--- src/rtl/vga_timing_pkg.sv ---
// rtl/vga_timing_pkg.sv - default 640x480@60 raster constants and count type
package vga_timing_pkg;

    localparam int DEF_H_ACTIVE = 640;
    localparam int DEF_H_FP     = 16;
    localparam int DEF_H_SYNC   = 96;
    localparam int DEF_H_BP     = 48;
    localparam int DEF_V_ACTIVE = 480;
    localparam int DEF_V_FP     = 10;
    localparam int DEF_V_SYNC   = 2;
    localparam int DEF_V_BP     = 33;

    localparam int DEF_H_TOTAL = DEF_H_ACTIVE + DEF_H_FP + DEF_H_SYNC + DEF_H_BP;
    localparam int DEF_V_TOTAL = DEF_V_ACTIVE + DEF_V_FP + DEF_V_SYNC + DEF_V_BP;

    localparam int DEF_HSYNC_START = DEF_H_ACTIVE + DEF_H_FP;
    localparam int DEF_HSYNC_END   = DEF_HSYNC_START + DEF_H_SYNC;
    localparam int DEF_VSYNC_START = DEF_V_ACTIVE + DEF_V_FP;
    localparam int DEF_VSYNC_END   = DEF_VSYNC_START + DEF_V_SYNC;

    localparam int COUNT_W = 10;
    typedef logic [COUNT_W-1:0] count_t;

    function automatic logic in_window(input count_t c, input count_t lo, input count_t hi);
        return (c >= lo) && (c < hi);
    endfunction

endpackage

--- src/rtl/sync_delay_line.sv ---
// rtl/sync_delay_line.sv - fixed-depth shift register with asynchronous reset value
module sync_delay_line #(
    parameter int                DEPTH     = 2,
    parameter int                WIDTH     = 1,
    parameter logic [WIDTH-1:0]  RESET_VAL = '0
) (
    input  logic             clock,
    input  logic             reset,
    input  logic [WIDTH-1:0] din,
    output logic [WIDTH-1:0] dout
);

    generate
        if (DEPTH == 0) begin : g_bypass
            assign dout = din;
        end else begin : g_shift
            logic [WIDTH-1:0] stages [DEPTH];

            always_ff @(posedge clock or posedge reset) begin
                if (reset) begin
                    for (int i = 0; i < DEPTH; i++) begin
                        stages[i] <= RESET_VAL;
                    end
                end else begin
                    stages[0] <= din;
                    for (int i = 1; i < DEPTH; i++) begin
                        stages[i] <= stages[i-1];
                    end
                end
            end

            assign dout = stages[DEPTH-1];
        end
    endgenerate

endmodule

--- src/rtl/vga_timing_gen.sv ---
// rtl/vga_timing_gen.sv - raster counters, delayed syncs, line/frame strobes and frame timer
module vga_timing_gen
    import vga_timing_pkg::*;
#(
    parameter int H_ACTIVE   = DEF_H_ACTIVE,
    parameter int H_FP       = DEF_H_FP,
    parameter int H_SYNC     = DEF_H_SYNC,
    parameter int H_BP       = DEF_H_BP,
    parameter int V_ACTIVE   = DEF_V_ACTIVE,
    parameter int V_FP       = DEF_V_FP,
    parameter int V_SYNC     = DEF_V_SYNC,
    parameter int V_BP       = DEF_V_BP,
    parameter int CLK_DIV    = 1,
    parameter int SYNC_DELAY = 2,
    parameter bit SYNC_POL   = 1'b0
) (
    input  logic               clock,
    input  logic               reset,
    input  logic               timer_hold,
    output logic [COUNT_W-1:0] hcount,
    output logic [COUNT_W-1:0] vcount,
    output logic               enable,
    output logic               hsync,
    output logic               vsync,
    output logic [15:0]        timer,
    output logic               line_start,
    output logic               frame_start
);

    localparam int H_TOTAL = H_ACTIVE + H_FP + H_SYNC + H_BP;
    localparam int V_TOTAL = V_ACTIVE + V_FP + V_SYNC + V_BP;

    localparam count_t H_LAST = count_t'(H_TOTAL - 1);
    localparam count_t V_LAST = count_t'(V_TOTAL - 1);
    localparam count_t H_ACT  = count_t'(H_ACTIVE);
    localparam count_t V_ACT  = count_t'(V_ACTIVE);
    localparam count_t HS_LO  = count_t'(H_ACTIVE + H_FP);
    localparam count_t HS_HI  = count_t'(H_ACTIVE + H_FP + H_SYNC);
    localparam count_t VS_LO  = count_t'(V_ACTIVE + V_FP);
    localparam count_t VS_HI  = count_t'(V_ACTIVE + V_FP + V_SYNC);

    localparam logic [3:0] DIV_LAST = 4'(CLK_DIV - 1);

    generate
        if (H_TOTAL > 1024 || V_TOTAL > 1024) begin : g_bad_totals
            $error("vga_timing_gen: H_TOTAL and V_TOTAL must not exceed 1024");
        end
        if (CLK_DIV < 1 || CLK_DIV > 16) begin : g_bad_div
            $error("vga_timing_gen: CLK_DIV must be in 1..16");
        end
        if (SYNC_DELAY < 0 || SYNC_DELAY > 7) begin : g_bad_delay
            $error("vga_timing_gen: SYNC_DELAY must be in 0..7");
        end
    endgenerate

    logic [3:0] div_cnt;
    logic       tick;

    assign tick = (div_cnt == DIV_LAST);

    always_ff @(posedge clock or posedge reset) begin
        if (reset) begin
            div_cnt <= '0;
        end else if (tick) begin
            div_cnt <= '0;
        end else begin
            div_cnt <= div_cnt + 4'd1;
        end
    end

    count_t h_nxt;
    count_t v_nxt;
    logic   h_wrap;

    always_comb begin
        h_nxt  = hcount;
        v_nxt  = vcount;
        h_wrap = 1'b0;
        if (tick) begin
            if (hcount == H_LAST) begin
                h_nxt  = '0;
                h_wrap = 1'b1;
                v_nxt  = (vcount == V_LAST) ? '0 : vcount + 10'd1;
            end else begin
                h_nxt = hcount + 10'd1;
            end
        end
    end

    // Everything below is registered from the next-state counts so it lines up with hcount/vcount.
    always_ff @(posedge clock or posedge reset) begin
        if (reset) begin
            hcount      <= '0;
            vcount      <= '0;
            enable      <= 1'b0;
            line_start  <= 1'b0;
            frame_start <= 1'b0;
        end else begin
            hcount      <= h_nxt;
            vcount      <= v_nxt;
            line_start  <= h_wrap;
            frame_start <= h_wrap && (v_nxt == '0);
            if (tick) begin
                enable <= (h_nxt < H_ACT) && (v_nxt < V_ACT);
            end
        end
    end

    always_ff @(posedge clock or posedge reset) begin
        if (reset) begin
            timer <= 16'd0;
        end else if (h_wrap && (v_nxt == '0) && !timer_hold) begin
            timer <= timer + 16'd1;
        end
    end

    logic [1:0] sync_raw;
    logic [1:0] sync_out;

    always_ff @(posedge clock or posedge reset) begin
        if (reset) begin
            sync_raw <= {2{~SYNC_POL}};
        end else begin
            sync_raw[1] <= in_window(h_nxt, HS_LO, HS_HI) ? SYNC_POL : ~SYNC_POL;
            sync_raw[0] <= in_window(v_nxt, VS_LO, VS_HI) ? SYNC_POL : ~SYNC_POL;
        end
    end

    sync_delay_line #(
        .DEPTH     (SYNC_DELAY),
        .WIDTH     (2),
        .RESET_VAL ({2{~SYNC_POL}})
    ) u_sync_delay (
        .clock (clock),
        .reset (reset),
        .din   (sync_raw),
        .dout  (sync_out)
    );

    assign hsync = sync_out[1];
    assign vsync = sync_out[0];

endmodule

--- config.mk ---
export PLATFORM = sky130hd
export DESIGN_NAME = vga_timing_gen
export DESIGN_NICKNAME = d
export VERILOG_FILES = /design/src/rtl/vga_timing_pkg.sv /design/src/rtl/sync_delay_line.sv /design/src/rtl/vga_timing_gen.sv
export SDC_FILE = /design/constraint.sdc
export NUM_CORES = 1
export LEC_CHECK = 0
export CORE_UTILIZATION = 40
export CTS_CLUSTER_SIZE = 40
export DETAILED_ROUTE_END_ITERATION = 6
export GPL_ROUTABILITY_DRIVEN = 0
export SLEW_MARGIN = 10
export SYNTH_ARGS = -nofsm -noshare
export SYNTH_HDL_FRONTEND = slang
export SYNTH_SLANG_ARGS = --single-unit
--- constraint.sdc ---
create_clock -name clock -period 3.7 [get_ports clock]
set_input_delay 0.37 -clock clock [delete_from_list [all_inputs] [get_ports clock]]
set_output_delay 0.37 -clock clock [all_outputs]
set_load 0.1 [all_outputs]
==> results.py, run 1 <==
metrics = {
    "power": {
        "switching_share_pct": 22.4,
        "p_leak_nw": 1.33,
        "power.density_nw_per_um2": 284,
        "p_total_uw": 892,
        "p_clk_share_pct": 38.2,
        "power_frac_comb_pct": 1.8,
        "p_seq_share_pct": 60.0,
        "peakVddDrop_v": 0.000148,
        "power.internal_uw": 692,
        "p_sw_uw": 200,
    },
    "place": {
        "place_area_um2": 3040,
        "hpwl_mm": 3.85,
        "port_buffers": 43,
        "dp_cells": 351,
        "preCtsSetupSlack_ps": 719,
    },
    "timing": {
        "worstMarginPinSlew_ps": 1010,
        "setup_viol": 0,
        "setup-tns-final_ps": 0,
        "maxSlewViolCount": 0,
        "final-hold-violation-count": 0,
        "period_share_pct": 81.3,
        "fmax_mhz": 333,
        "finalClockSkew_ps": 19.3,
        "finalWorstSetupSlack_ps": 694,
        "timing.slew.headroom_pct": 32.9,
        "layout_min_cycle_time_ps": 3010,
        "grt_setup_unrepaired": "no",
        "whs_ps": 362,
    },
    "route": {
        "drt_iter0_markers": 111,
        "via_per_inst": 5.39,
        "drt_first_pass_iters": 4,
        "drc_errors": 0,
        "vias": 1935,
        "drtAntennaViolNets": 0,
        "wirelength_mm": 5.45,
        "wl_per_cell_um": 15.2,
    },
    "worst_setup_path": {
        "start_kind": "flop",
        "critPathTopFamily": "simple AND/OR/NAND/NOR gates",
        "cp_slowest_stage_delay_ps": 420,
        "critical_path_class": "reg2reg",
        "cp.depth": 8,
        "reg2reg_depth": 8,
        "path_cells": "inv_1 > ha_1 > nor3b_1 > nand4_2 > o21ai_1 > nand3_2 > nor3_1 > mux2_2",
        "worstPathRequired_ps": 3880,
        "crit_slowest_cell": "dfrtp_1",
        "crit_arrival_ps": 3180,
        "cp-end-kind": "flop",
        "worst-path-max-fanout": 17,
        "crit_buf_inv": 1,
    },
    "synthesis": {
        "syn_nets": 250,
        "synth_cell_types": 51,
        "ys_ff_latch": 49,
        "ys_seq_area_share_pct": 48.1,
        "synth_area_leader_cell": "dfrtp_1",
        "netlist.area_leader.share_pct": 42.0,
        "syn_area_um2": 2560,
        "synth_mux_area_share_pct": 0.439,
        "yosys.area_share.simple_pct": 26.5,
        "synth_xor_xnor_area_share_pct": 9.23,
        "synth_fa_ha_area_share_pct": 2.93,
        "async_reset_ff_share_pct": 100,
        "syn_area_per_cell_um2": 10.6,
        "synth_ff_type": "dfrtp_1",
        "yosys_warnings": 0,
        "synth_top_family_by_area": "simple AND/OR/NAND/NOR gates",
        "netlist_instances": 241,
        "synthTopCellsByArea": "dfrtp_1, dfstp_2, xor2_1",
        "synth_edf_count": 0,
        "synth_compound_area_share_pct": 8.69,
    },
    "cts": {
        "cts_buffers": 5,
        "cts_sinks": 49,
        "path_clk_slew_ps": 100,
        "cts_root_buffer": "clkbuf_8",
        "cts_resized": 0,
        "cts_tree": "yes",
        "cts_hold_buf": 0,
        "cts_setup_buffers": 0,
        "clk_path_buf_depth": 2,
        "htree_levels": 2,
        "worstSkewPairLatency_ps": 300,
    },
    "floorplanning": {
        "die_h_um": 82.0,
        "initial_core_util_pct": 42.3,
        "fp.dieW_um": 82.0,
        "rows": 28,
        "dieArea_um2": 6730,
        "core_area_um2": 6060,
        "io-pin-count": 44,
    },
    "global_route": {
        "grt_pass1_wl_mm": 9.18,
        "grt_max_degree": 50,
        "antenna_found_initial": 0,
        "overflow": 0,
        "grt_pass1_vias": 1829,
        "grtUsageTotal_pct": 18.0,
    },
    "outcome": {
        "status": "complete, no violations",
    },
    "final_layout": {
        "layout_common_cells": "dfrtp_1, clkdlybuf4s50_1, nand3_1",
        "nets": 292,
        "syn_to_final_growth_pct": 22.6,
        "diodes": 0,
        "drive_above_1_share_pct": 13.7,
        "stdcell_count": 359,
        "design_area_um2": 3140,
        "post-route-util_pct": 51.8,
    },
    "flow_run": {
        "maxCapViolCount": 0,
    },
    "min_path": {
        "hold_class": "reg2reg",
        "hold_depth": 0,
    },
}
-- worst paths after layout --
| path | start | end | slack, ps |
|---|---|---|---|
| max | div_cnt[0] | timer[1] | 690 |
| min | u_sync_delay.g_shift.stages[3] | u_sync_delay.dout[1] | 360 |
| max reg2reg | div_cnt[0] | timer[1] | 690 |
| min reg2reg | u_sync_delay.g_shift.stages[3] | u_sync_delay.dout[1] | 360 |
| max in group asynchronous | reset | vcount[0] | 2440 |
| min in group asynchronous | reset | hcount[3] | 620 |
-- state kept, by name, indices dropped and copies added (netlist names), 2 cells and up --
| register | count |
|---|---|
| u_sync_delay.dout | 2 |
| hcount | 10 |
| vcount | 10 |
| sync_raw | 2 |
| div_cnt | 4 |
| timer | 16 |
| u_sync_delay.g_shift.stages | 2 |
-- power groups by stage --
stage / sequential, mW / clock, mW / combinational [mW]
after floorplan: 0.546 / 0 / 0.0113
after global placement: 0.546 / 0 / 0.0166
after detailed placement: 0.546 / 0 / 0.0170
after CTS: 0.535 / 0.351 / 0.0169
after global routing: 0.536 / 0.375 / 0.0186
final: 0.535 / 0.341 / 0.0158
-- cell usage after synthesis, drive strengths merged (8+ instances only) --
library cell	number
nor3	8
nand4	8
nand2	11
nor2	12
xnor2	9
and3	11
nand3	20
buf	8
inv	11
dfrtp	43
o21ai	16
xor2	18
nor4	11
-- metal layers --
| layer | vias up | wire, µm | track usage (%) |
|---|---|---|---|
| met3 | 9 | 186 | 4.00 |
| met4 | 0 | 85 | 6.32 |
| met2 | 39 | 2350 | 24.6 |
| met5 | - | 0 | 0 |
| met1 | 924 | 2830 | 27.2 |
| li1 | 963 | - | - |
-- logic make-up (layout without fill, tap and decap cells) --
logic type	after synthesis	count (layout)
AOI/OAI and AO/OA	35	35
adders and majority gates	6	6
xor gates and xnor gates	27	27
buffers and inverters	22	65
muxes	1	1
DFF	49	49
and+or+nand+nor	101	101
-- layout make-up --
type,count,area [µm²]
clock inverter,2,16.3
timing repair buffer,45,445
multi-input combinational,170,1220
fill,560,2920
tap,75,93.8
sequential,49,1230
clock buffer,6,82.6
inverter,12,46.3
No activity file was read; power rests on OpenSTA's default activity.
==> run 2, diff against run 1 <==
clock period = 2.8 ns   (was 3.7 ns; I/O delays follow)
==> run 2 against run 1 <==
  * Non-clock buffer count rose by 8
  * Sequential share of layout area rose by 0.38 points
  * Worst hold slack got worse by 36 ps
  * Utilization rose by 0.23 points
  * Flip-flop and latch count did not move
  * Design area rose by 0.44%
  * Global-route usage rose by 0.15 points
  * Via count rose by 1.6%
  * Die area did not move
  * Sequential power rose by 32%
  * Critical path depth rose by 1
==> results.py, run 2 (synthesized netlist as in run 1, its figures left out) <==
metrics = {
    "power": {
        "power.internal_uw": 939,
        "switching_share_pct": 21.1,
        "p_leak_nw": 1.43,
        "p_sw_uw": 251,
        "peakVddDrop_v": 0.000231,
        "power.density_nw_per_um2": 377,
        "p_clk_share_pct": 38.3,
        "p_total_mw": 1.19,
        "p_seq_share_pct": 59.5,
        "power_frac_comb_pct": 2.2,
    },
    "global_route": {
        "grt_pass1_wl_mm": 9.16,
        "overflow": 0,
        "grt_pass1_vias": 1871,
        "antenna_found_initial": 0,
        "grt_max_degree": 27,
        "grtUsageTotal_pct": 18.1,
    },
    "final_layout": {
        "layout_common_cells": "buf_4, dfrtp_1, nand3_1",
        "stdcell_count": 367,
        "diodes": 0,
        "drive_above_1_share_pct": 36.0,
        "reg_top3": "timer (16), hcount (10), vcount (10)",
        "nets": 300,
        "n_fill_cell": 572,
        "post-route-util_pct": 52.1,
        "design_area_um2": 3160,
        "final_common_cell": "buf_4",
        "largest_reg_flops": 16,
        "syn_to_final_growth_pct": 23.1,
        "top_register": "timer",
    },
    "route": {
        "wl_per_cell_um": 14.7,
        "wirelength_mm": 5.41,
        "drtAntennaViolNets": 0,
        "drc_errors": 0,
        "drt_first_pass_iters": 4,
        "vias": 1965,
        "drt_iter0_markers": 75,
        "via_per_inst": 5.35,
    },
    "cts": {
        "path_clk_slew_ps": 90,
        "cts_tree": "yes",
        "cts_root_buffer": "clkbuf_8",
        "worstSkewPairLatency_ps": 300,
        "cts_buffers": 5,
        "htree_levels": 2,
        "clk_path_buf_depth": 2,
        "cts_sinks": 49,
    },
    "place": {
        "port_buffers": 43,
        "preCtsSetupSlack_ps": 121,
        "dp_cells": 357,
        "place_area_um2": 3020,
        "hpwl_mm": 3.90,
    },
    "timing": {
        "finalClockSkew_ps": 7.28,
        "final-hold-violation-count": 0,
        "fmax_mhz": 381,
        "maxSlewViolCount": 0,
        "timing.slew.headroom_pct": 65.6,
        "setup_viol": 0,
        "finalWorstSetupSlack_ps": 176,
        "setup-tns-final_ps": 0,
        "worstMarginPinSlew_ps": 515,
        "whs_ps": 326,
        "period_share_pct": 93.7,
        "layout_min_cycle_time_ps": 2620,
    },
    "worst_setup_path": {
        "crit_arrival_ps": 2850,
        "cp_slowest_stage_delay_ps": 420,
        "path_cells": "ha_1 > and4_1 > nand4_1 > buf_4 > o21ai_1 > nand3_2 > buf_4 > nor4b_1 > xor2_1",
        "worstPathRequired_ps": 3030,
        "crit_path_frequent_cell": "buf_4",
        "critical_path_class": "reg2reg",
        "crit_slowest_cell": "dfrtp_2",
        "cp-end-kind": "flop",
        "worst-path-max-fanout": 10,
        "start_kind": "flop",
    },
    "floorplanning": {
        "die_h_um": 82.0,
        "core_area_um2": 6060,
        "fp.dieW_um": 82.0,
        "initial_core_util_pct": 42.3,
        "rows": 28,
        "dieArea_um2": 6730,
        "io-pin-count": 44,
    },
    "min_path": {
        "hold_class": "in2async",
    },
    "flow_run": {
        "maxCapViolCount": 0,
    },
    "outcome": {
        "status": "complete, no violations",
    },
}
==> run 2: cell types whose count changed in the layout (fill, tap and decap cells not counted), moves of 14 or more <==
| cell | delta |
|---|---|
| buf_4 | +48 |
| clkdlybuf4s50_1 | -41 |
| dfrtp_1 | -14 |
| dfrtp_2 | +14 |
==> run 2: layer usage <==
metal	vias up	GRT usage, %	share of wire, %	routed length [µm]
met4	0	7.19	0.74	40
met3	2	3.67	3.7	199
met1	940	26.9	51	2760
li1	975	-	-	-
met5	-	0	0	0
met2	48	25.5	45	2410
==> run 2: what timing repair did <==
action,in CTS,in global routing
buffers inserted,0,2
setup endpoints to repair,0,14
gates resized for setup,0,4
hold buffers,0,0
==> run 2: path summary, 6_finish.rpt <==
| kind | startpoint | to | slack (ps) | cells past startpoint |
|---|---|---|---|---|
| max | hcount[0] | timer[5] | 180 | 9 |
| min | reset | div_cnt[2] | 330 | 2 |
| max reg2reg | hcount[0] | timer[5] | 180 | 9 |
| min reg2reg | sync_raw[1] | u_sync_delay.g_shift.stages[3] | 360 | 0 |
| max in group asynchronous | reset | sync_raw[0] | 1900 | 3 |
| min in group clock | sync_raw[1] | u_sync_delay.g_shift.stages[3] | 360 | 0 |
==> run 2: final cells by class <==
type	instances	area, µm²	share of cell area, %
flip-flops and latches	49	1250	39.7
multi-input cells	170	1250	39.5
repair buffers	53	415	13.2
clock buffers	7	96.3	3.05
well taps	75	93.8	2.97
inverters	12	46.3	1.47
clock inverters	1	5.00	0.159
==> run 2: power by group through the flow <==
stage                     logic (mW)  registers [mW]  clock network (mW)
final                         0.0267           0.707               0.456
after global routing          0.0313           0.708               0.504
after CTS                     0.0282           0.707               0.475
after detailed placement      0.0282           0.721                   0
after global placement        0.0280           0.721                   0
after floorplan               0.0149           0.721                   0
==> run 2: worst max-delay path, delay by kind of cell, from the launching register on <==
kind	cells	cell delay [ps]
AND/OR/NAND/NOR	4	1090
buffers and inverters	2	440
flip-flops	1	420
AO/OA/AOI/OAI	1	230
adder cells (fa/ha/maj)	1	220
XOR/XNOR	1	170
